`config.mk`:
```
export PLATFORM = sky130hd
export DESIGN_NAME = smc_timing_fsm
export DESIGN_NICKNAME = d
export VERILOG_FILES = /design/src/rtl/smc_timing_fsm.sv
export SDC_FILE = /design/constraint.sdc
export NUM_CORES = 1
export LEC_CHECK = 0
export BUFFER_PORTS_ARGS = -buffer_cell sky130_fd_sc_hd__buf_4
export CAP_MARGIN = 20
export CORE_ASPECT_RATIO = 0.6
export CORE_MARGIN = 5
export CORE_UTILIZATION = 57
export CTS_CLUSTER_DIAMETER = 50
export DETAILED_ROUTE_END_ITERATION = 8
export GPL_TIMING_DRIVEN = 0
export PLACE_DENSITY = 0.8
export SYNTH_ARGS = -nofsm -noshare
export SYNTH_HDL_FRONTEND = slang
export SYNTH_SLANG_ARGS = --single-unit
```
`constraint.sdc`:
```
create_clock -name sys_clk -period 3.81 [get_ports sys_clk]
set_clock_uncertainty 0.15 [all_clocks]
set_input_delay 0.5715 -clock sys_clk [delete_from_list [all_inputs] [get_ports sys_clk]]
set_output_delay 0.5715 -clock sys_clk [all_outputs]
set_load 0.01 [all_outputs]
```
`src/rtl/smc_timing_fsm.sv`:
```
// Static-memory-controller timing engine: sequences one external access through
// STORE, leading-edge, read/write, float and bus-turnaround phases.
module smc_timing_fsm #(
  parameter int unsigned NUM_CS = 4,
  parameter int unsigned WS_W   = 8,
  parameter int unsigned CSLE_W = 2,
  parameter int unsigned CSTE_W = 2,
  parameter int unsigned TURN_W = 2
) (
  input  logic              sys_clk,
  input  logic              sys_reset,
  input  logic              acc_valid,
  output logic              acc_ready,
  input  logic              acc_read,
  input  logic [NUM_CS-1:0] acc_cs,
  input  logic              acc_last,
  input  logic [CSLE_W-1:0] t_csle,
  input  logic [WS_W-1:0]   t_ws,
  input  logic [CSTE_W-1:0] t_cste,
  input  logic [WS_W-1:0]   t_oete,
  input  logic [TURN_W-1:0] t_turn,
  output logic [NUM_CS-1:0] cs_n,
  output logic              oe_n,
  output logic              we_n,
  output logic              latch_data,
  output logic              smc_done,
  output logic              smc_idle,
  output logic [2:0]        smc_state
);

  typedef enum logic [2:0] {
    S_IDLE  = 3'd0,
    S_STORE = 3'd1,
    S_LE    = 3'd2,
    S_RW    = 3'd3,
    S_FLOAT = 3'd4,
    S_TURN  = 3'd5
  } state_e;

  state_e              state_q, state_d;
  logic                read_q, read_d;
  logic [NUM_CS-1:0]   cs_q, cs_d;
  logic                last_q, last_d;
  logic [CSLE_W-1:0]   csle_q, csle_d;
  logic [WS_W-1:0]     ws_q, ws_d;
  logic [CSTE_W-1:0]   cste_q, cste_d;
  logic [WS_W-1:0]     oete_q, oete_d;
  logic [TURN_W-1:0]   turn_q, turn_d;
  logic [CSLE_W-1:0]   le_cnt_q, le_cnt_d;
  logic [WS_W-1:0]     ws_cnt_q, ws_cnt_d;
  logic [CSTE_W-1:0]   cste_cnt_q, cste_cnt_d;
  logic [TURN_W-1:0]   turn_cnt_q, turn_cnt_d;

  logic end_cycle;
  logic accept;
  logic change;
  logic unused_last;

  // last_q is held for the MAC only; no exported output depends on it.
  assign unused_last = last_q;

  assign end_cycle = ((state_q == S_RW) && (ws_cnt_q == '0) && (cste_q == '0)) ||
                     ((state_q == S_FLOAT) && (cste_cnt_q == '0));
  assign acc_ready = (state_q == S_IDLE) || end_cycle;
  assign accept    = acc_valid && acc_ready;
  assign change    = (acc_read != read_q) || (acc_cs != cs_q);
  assign smc_idle  = (state_d == S_IDLE);

  always_ff @(posedge sys_clk or posedge sys_reset) begin
    if (sys_reset) begin
      state_q    <= S_IDLE;
      read_q     <= 1'b0;
      cs_q       <= '0;
      last_q     <= 1'b0;
      csle_q     <= '0;
      ws_q       <= '0;
      cste_q     <= '0;
      oete_q     <= '0;
      turn_q     <= '0;
      le_cnt_q   <= '0;
      ws_cnt_q   <= '0;
      cste_cnt_q <= '0;
      turn_cnt_q <= '0;
    end else begin
      state_q    <= state_d;
      read_q     <= read_d;
      cs_q       <= cs_d;
      last_q     <= last_d;
      csle_q     <= csle_d;
      ws_q       <= ws_d;
      cste_q     <= cste_d;
      oete_q     <= oete_d;
      turn_q     <= turn_d;
      le_cnt_q   <= le_cnt_d;
      ws_cnt_q   <= ws_cnt_d;
      cste_cnt_q <= cste_cnt_d;
      turn_cnt_q <= turn_cnt_d;
    end
  end

  always_comb begin
    state_d    = state_q;
    read_d     = read_q;
    cs_d       = cs_q;
    last_d     = last_q;
    csle_d     = csle_q;
    ws_d       = ws_q;
    cste_d     = cste_q;
    oete_d     = oete_q;
    turn_d     = turn_q;
    le_cnt_d   = le_cnt_q;
    ws_cnt_d   = ws_cnt_q;
    cste_cnt_d = cste_cnt_q;
    turn_cnt_d = turn_cnt_q;

    if (accept) begin
      read_d = acc_read;
      cs_d   = acc_cs;
      last_d = acc_last;
      csle_d = t_csle;
      ws_d   = t_ws;
      cste_d = t_cste;
      oete_d = t_oete;
      turn_d = t_turn;
    end

    case (state_q)
      S_IDLE: begin
        if (accept) state_d = S_STORE;
      end
      S_STORE: begin
        if (csle_q != '0) begin
          state_d  = S_LE;
          le_cnt_d = csle_q - CSLE_W'(1);
        end else begin
          state_d  = S_RW;
          ws_cnt_d = ws_q;
        end
      end
      S_LE: begin
        if (le_cnt_q == '0) begin
          state_d  = S_RW;
          ws_cnt_d = ws_q;
        end else begin
          le_cnt_d = le_cnt_q - CSLE_W'(1);
        end
      end
      S_RW: begin
        if (ws_cnt_q != '0) begin
          ws_cnt_d = ws_cnt_q - WS_W'(1);
        end else if (cste_q != '0) begin
          state_d    = S_FLOAT;
          cste_cnt_d = cste_q - CSTE_W'(1);
        end
      end
      S_FLOAT: begin
        if (cste_cnt_q != '0) cste_cnt_d = cste_cnt_q - CSTE_W'(1);
      end
      S_TURN: begin
        if (turn_cnt_q == '0) state_d = S_STORE;
        else                  turn_cnt_d = turn_cnt_q - TURN_W'(1);
      end
      default: state_d = S_IDLE;
    endcase

    // Turnaround length comes from the access just finishing, not the new one.
    if (end_cycle) begin
      if (!accept) begin
        state_d = S_IDLE;
      end else if (!change) begin
        state_d  = S_RW;
        ws_cnt_d = t_ws;
      end else if (turn_q != '0) begin
        state_d    = S_TURN;
        turn_cnt_d = turn_q - TURN_W'(1);
      end else begin
        state_d = S_STORE;
      end
    end
  end

  always_comb begin
    cs_n       = '1;
    oe_n       = 1'b1;
    we_n       = 1'b1;
    latch_data = 1'b0;
    smc_done   = end_cycle;
    smc_state  = state_q;
    if ((state_q == S_STORE) || (state_q == S_LE) ||
        (state_q == S_RW) || (state_q == S_FLOAT)) begin
      cs_n = ~cs_q;
    end
    if (state_q == S_RW) begin
      oe_n       = ~read_q;
      we_n       = ~(~read_q && (ws_cnt_q != '0));
      latch_data = read_q && ((ws_cnt_q == oete_q) ||
                              ((oete_q > ws_q) && (ws_cnt_q == '0)));
    end
  end

endmodule

```
==> results of run 1 <==
worst min path at each step:
stage	end	slack [ps]	depth (start not counted)
floorplan	turn_cnt_q[0]	320	1
global placement	turn_cnt_q[0]	350	1
detailed placement	turn_cnt_q[0]	360	1
CTS	oete_q[7]	180	2
global route	oete_q[7]	210	2
finish	oete_q[7]	170	2
power by group through the flow:
stage	clock (mW)	sequential (mW)	combinational (mW)
detailed placement	0	0.476	0.0441
CTS	0.315	0.466	0.0441
global placement	0	0.476	0.0391
floorplan	0	0.476	0.0122
global route	0.336	0.467	0.0484
finish	0.302	0.466	0.0429
state kept, by name (all words and copies together) (netlist names):
| register | count |
|---|---|
| cs_q | 4 |
| smc_state | 3 |
| csle_q | 2 |
| turn_cnt_q | 2 |
| le_cnt_q | 2 |
| cste_q | 2 |
| turn_q | 2 |
| oete_q | 8 |
| cste_cnt_q | 2 |
| read_q | 1 |
| ws_q | 8 |
| ws_cnt_q | 8 |
through the flow:
| stage | instance area [um^2] | setup slack (ps) | utilization [%] | std cells | hold slack, ps |
|---|---|---|---|---|---|
| floorplan | 2760 | 1590 | - | 266 | 323 |
| global placement | 3150 | 1410 | 67.9 | 370 | 352 |
| detailed placement | 3170 | 1280 | 68.4 | 371 | 357 |
| CTS | 3270 | 937 | 70.4 | 379 | 182 |
| global route | 3270 | 794 | 70.4 | 379 | 211 |
| finish | 3270 | 937 | 70.4 | 379 | 172 |
layer usage:
metal | global-route usage, % | vias to the layer above
met2 | 32.3 | 92
met4 | 4.94 | 0
met3 | 5.00 | 4
met1 | 32.7 | 1081
met5 | 0 | -
li1 | - | 1052
final cells by class:
class	count	area (um^2)	share of cell area [%]
inverter	22	82.6	2.53
buffer	11	83.8	2.57
clock buffer	6	82.6	2.53
timing repair buffer	42	335	10.3
multi-input combinational	189	1490	45.7
clock inverter	2	10.0	0.307
tap	63	78.8	2.41
sequential	44	1100	33.7
layout by cell type, fill, tap and decap left out, types with 3 or more instances in the layout:
cell type and n:
mux2_1 7, a31oi_1 4, buf_6 3, dfrtp_1 44
xnor2_1 4, xor2_1 14, a22o_1 3, o21a_1 3
a21o_1 3, inv_1 21, mux2i_1 5, mux2_2 20
nor3b_1 4, o21ai_0 10, a32oi_1 3, nand3_1 3
buf_2 4, nor3_1 6, nor2_1 15, ha_1 10
clkbuf_8 6, nand4_1 5, a21oi_1 8, buf_4 45
nand2_1 19
kinds of logic (layout without fill, tap and decap cells):
group	Yosys count	after routing
AO/OA/AOI/OAI	54	54
AND/OR/NAND/NOR	73	73
flip-flops	44	44
buffers and inverters	33	83
XOR/XNOR	18	18
adder cells (fa/ha/maj)	10	10
multiplexers	34	34
==> flow_metrics.tcl, run 1 <==
set metrics [dict create \
    drt_iter0_markers 148 \
    synth_cells 266 \
    async_flop_share_pct 100 \
    first_pass_iters 5 \
    cts_sinks 44 \
    die_x_um 99.8 \
    routed-via-count 2229 \
    synth_compound_area_share_pct 14.4 \
    grt_pass1_vias 2246 \
    p_int_mw 0.635 \
    core_region_area_mm2 0.00464 \
    area_delta_synth_final_pct 18.4 \
    ys.warnings.count 0 \
    cts_buffer_depth 2 \
    critical_path.top_delay_family "compound AO/OA/AOI/OAI gates" \
    hold_buffers 0 \
    synth_top_family_by_area "simple AND/OR/NAND/NOR gates" \
    wl_per_cell_um 17.2 \
    ys.flop_type "dfrtp_1" \
    yosysMostFrequentCell "dfrtp_1" \
    worstMarginPinSlew_ps 605 \
    avgViaCountPerCell 5.88 \
    slew_violations 0 \
    grt_pass1_wl_um 11100 \
    gr-usage-all-layers_pct 21.9 \
    cts_resized 0 \
    synth_seq_cells 44 \
    n_antenna_cell 0 \
    slowest_delay_ps 380 \
    finalSetupTns_ps 0 \
    yosys.area_share.simple_pct 15.5 \
    postSynthAreaPerCell_um2 10.4 \
    arrival_ps 2150 \
    grt_max_degree 24 \
    detail-route-antenna-nets 0 \
    gr-total-overflow 0 \
    r2r-end "ws_cnt_q[4]" \
    mappedNetlistNets 307 \
    yosysTopAreaCell "dfrtp_1" \
    wl_um 6530 \
    synthAdderAreaFrac_pct 4.54 \
    dp_hpwl_um 5040 \
    cts-root-buf "clkbuf_8" \
    cpMaxStageDelayCell "dfrtp_1" \
    path_cells "inv_1 > ha_1 > nor2b_1 > o21a_1 > o21a_1 > o311ai_0 > a21oi_1 > buf_4" \
    wl_met2_um 2820 \
    p_clk_share_pct 37.2 \
    crit_path_end "latch_data" \
    finalPower_mw 0.812 \
    p_seq_share_pct 57.5 \
    synth_edf_count 0 \
    peakVddDrop_v 0.000150 \
    synthMuxAreaShare_pct 13.9 \
    start_kind "flip-flop" \
    finalHoldViolCount 0 \
    die_area_mm2 0.00638 \
    r2r_cells 8 \
    place_congestion 0.867 \
    routed-wl-met3_um 498 \
    netlist_top_cells_count "44 x dfrtp_1, 22 x inv_1, 20 x mux2_2" \
    p_sw_mw 0.177 \
    cp-end-kind "primary output" \
    dr.max_layer_used "met4" \
    power.leakage_nw 1.62 \
    clkLatencyLatePin_ps 290 \
    hold_path_class "in2async" \
    netSwitchingFraction_pct 21.8 \
    path_buf_inv 2 \
    ys_top_cells_by_area "dfrtp_1 40%, mux2_2 8.2%, ha_1 4.5%" \
    synth-xor-area-share_pct 5.71 \
    combPwrFrac_pct 5.3 \
    io_pins 44 \
    rsz0062_at_grt "false" \
    fillers 362 \
    period_share_pct 75.4 \
    start_util_pct 59.5 \
    wl_met1_um 3170 \
    powerDensity_mw_per_mm2 249 \
    outcome "finished clean" \
    path_max_fanout 3 \
    max_slew_margin_pct 59.6 \
    clkTransAtPathRegs_ps 90 \
    drc 0 \
    synth-seq-area-share_pct 39.9 \
    synth_cell_types 57 \
    rrSetupSlack_ps 1380 \
    cpMostUsedCell "o21a_1" \
    cap_violations 0 \
    cts-htree-levels 2 \
    crit_type "reg2out" \
    rows 19 \
    cts_made_buffers 5 \
    layout.nets 356 \
    die_h_um 63.9 \
    synthDominantCellAreaShare_pct 39.9 \
    finalCriticalPeriod_ps 2870 \
    path_depth 8 \
    post_cts_buffers 0 \
    fmax_mhz 348 \
    drive_gt1_share_pct 30.4 \
    antenna_found_initial 0 \
    crit_start "ws_q[1]" \
    setup_viol 0 \
    syn-cell-area_mm2 0.00276 \
    portBuffers 41 \
    required_ps 3090 \
    reg2reg_from "ws_cnt_q[0]" \
    cts_tree "done" \
]
Note: power is estimated with default switching activity, not from simulation.
==> inputs of run 2 (changes only) <==
CORE_UTILIZATION = 51   (was 57)
PLACE_DENSITY = 0.76   (was 0.8)
clock period = 2.4 ns   (was 3.81 ns; I/O delays follow)
==> run 2 against run 1 <==
Against the previous run:
- the flow now finishes with violations (negative setup slack)
- sequential power is 59% higher
- clock power is 61% higher
- count of clock-buffer cells in the layout is 2 higher
- combinational power is 56% higher
- critical path type unchanged
==> flow_metrics.tcl, run 2 (synthesis gave the netlist of run 1 again) <==
set metrics [dict create \
    rrSetupSlack_ps 50 \
    fmax_mhz 399 \
    whs_ps 119 \
    cap_violations 0 \
    cts_buffer_depth 2 \
    cts-htree-levels 2 \
    path_max_fanout 3 \
    peakVddDrop_v 0.000214 \
    drc 0 \
    dp_hpwl_um 4940 \
    hold_path_class "in2reg" \
    wl_um 6860 \
    critical_path.top_delay_family "compound AO/OA/AOI/OAI gates" \
    arrival_ps 2000 \
    outcome "finished with violations" \
    start_util_pct 53.5 \
    avgViaCountPerCell 5.81 \
    io_pins 44 \
    clkLatencyLatePin_ps 300 \
    antenna_found_initial 0 \
    die_area_mm2 0.00703 \
    path_cells "inv_1 > ha_1 > nor2b_1 > o21a_1 > o21a_1 > o311ai_2 > a21oi_1 > buf_4" \
    slowest_delay_ps 380 \
    hold_depth 2 \
    cts_made_buffers 5 \
    dp_slack_ps -24.2 \
    required_ps 1890 \
    die_x_um 105 \
    wl_per_cell_um 17.3 \
    holdPathEnd "csle_q[0]" \
    path_buf_inv 2 \
    cts_tree "done" \
    r2r-end "ws_cnt_q[7]" \
    stdcell_count 397 \
    worstMarginPinSlew_ps 567 \
    violations "negative setup slack" \
    area_delta_synth_final_pct 23.8 \
    gr-usage-all-layers_pct 19.9 \
    dp.cells 374 \
    reg2reg_from "ws_cnt_q[2]" \
    setup_slack_ps -106 \
    detail-route-antenna-nets 0 \
    die_h_um 67.0 \
    layout.nets 371 \
    worst_hold_startpoint "t_csle[0]" \
    r2r_cells 8 \
    grt_pass1_vias 2229 \
    n_antenna_cell 0 \
    start_kind "flip-flop" \
    cpMostUsedCell "o21a_1" \
    cts_sinks 44 \
    place_congestion 0.945 \
    finalPower_mw 1.29 \
    finalCriticalPeriod_ps 2510 \
    drive_gt1_share_pct 33.8 \
    final_common_cell "buf_4" \
    slew_violations 0 \
    cts-root-buf "clkbuf_8" \
    power.leakage_nw 1.69 \
    reg_top3 "oete_q: 8 flops, ws_cnt_q: 8 flops, ws_q: 8 flops" \
    gr-total-overflow 0 \
    portBuffers 41 \
    cp-end-kind "primary output" \
    grt_pass1_wl_um 10900 \
    setup_viol 1 \
    clkTransAtPathRegs_ps 80 \
    rsz0062_at_grt "true" \
    fin_util_pct 66.2 \
    rows 20 \
    core_region_area_mm2 0.00515 \
    max_slew_margin_pct 62.1 \
    period_share_pct 104 \
    grt_max_degree 33 \
    finalHoldViolCount 0 \
    final_cell_mix "58 x buf_4, 43 x dfrtp_1, 21 x inv_1" \
    powerDensity_mw_per_mm2 379 \
    routed-via-count 2306 \
    cpMaxStageDelayCell "dfrtp_1" \
    first_pass_iters 4 \
    crit_type "reg2out" \
    drt_iter0_markers 208 \
]
run 2: per-layer routing:
layer	track usage [%]	up-vias	part of all wire [%]
met2	30.5	98	43
li1	-	1085	-
met1	27.3	1110	47
met4	5.74	0	1.5
met3	5.71	13	8.7
met5	0	-	0
run 2: worst max-delay path by stage:
stage                     start          end  slack [ps]  depth (start not counted)
global route            ws_q[1]   latch_data        -230                          8
detailed placement  ws_cnt_q[1]  ws_cnt_q[4]         -20                          8
floorplan           ws_cnt_q[0]  ws_cnt_q[0]         200                          8
global placement    ws_cnt_q[1]  ws_cnt_q[0]          30                          8
finish                  ws_q[1]   latch_data        -110                          8
CTS                     ws_q[1]   latch_data        -120                          8
run 2: through the flow:
stage                     instance area [um^2]  TNS (ps)
after CTS                                 3320      -116
after floorplan                           2760         0
final                                     3410      -106
after global routing                      3410      -299
after global placement                    3150         0
after detailed placement                  3170     -56.2
run 2: timing repair:
| action | 4_1_cts | 5_1_grt |
|---|---|---|
| endpoints found under the setup margin | 7 | 5 |
| hold buffers | 1 | 0 |
| pin swaps | 1 | 3 |
| endpoints found under the hold margin | 12 | 0 |
| buffers inserted | 5 | 9 |
| gates resized for setup | 3 | 10 |
run 2: power by group:
group	switching, mW	total [mW]	internal, mW
clock network	0.252	0.487	0.235
registers	0	0.741	0.741
logic	0.0299	0.0671	0.0372
total	0.282	1.29	1.01
run 2: cell type report:
class / instances / area (um^2)
multi-input combinational: 189 / 1520
fill: 414 / 1740
buffer: 11 / 96.3
inverter: 22 / 82.6
clock buffer: 8 / 90.1
tap: 66 / 82.6
sequential: 44 / 1100
timing repair buffer: 57 / 443
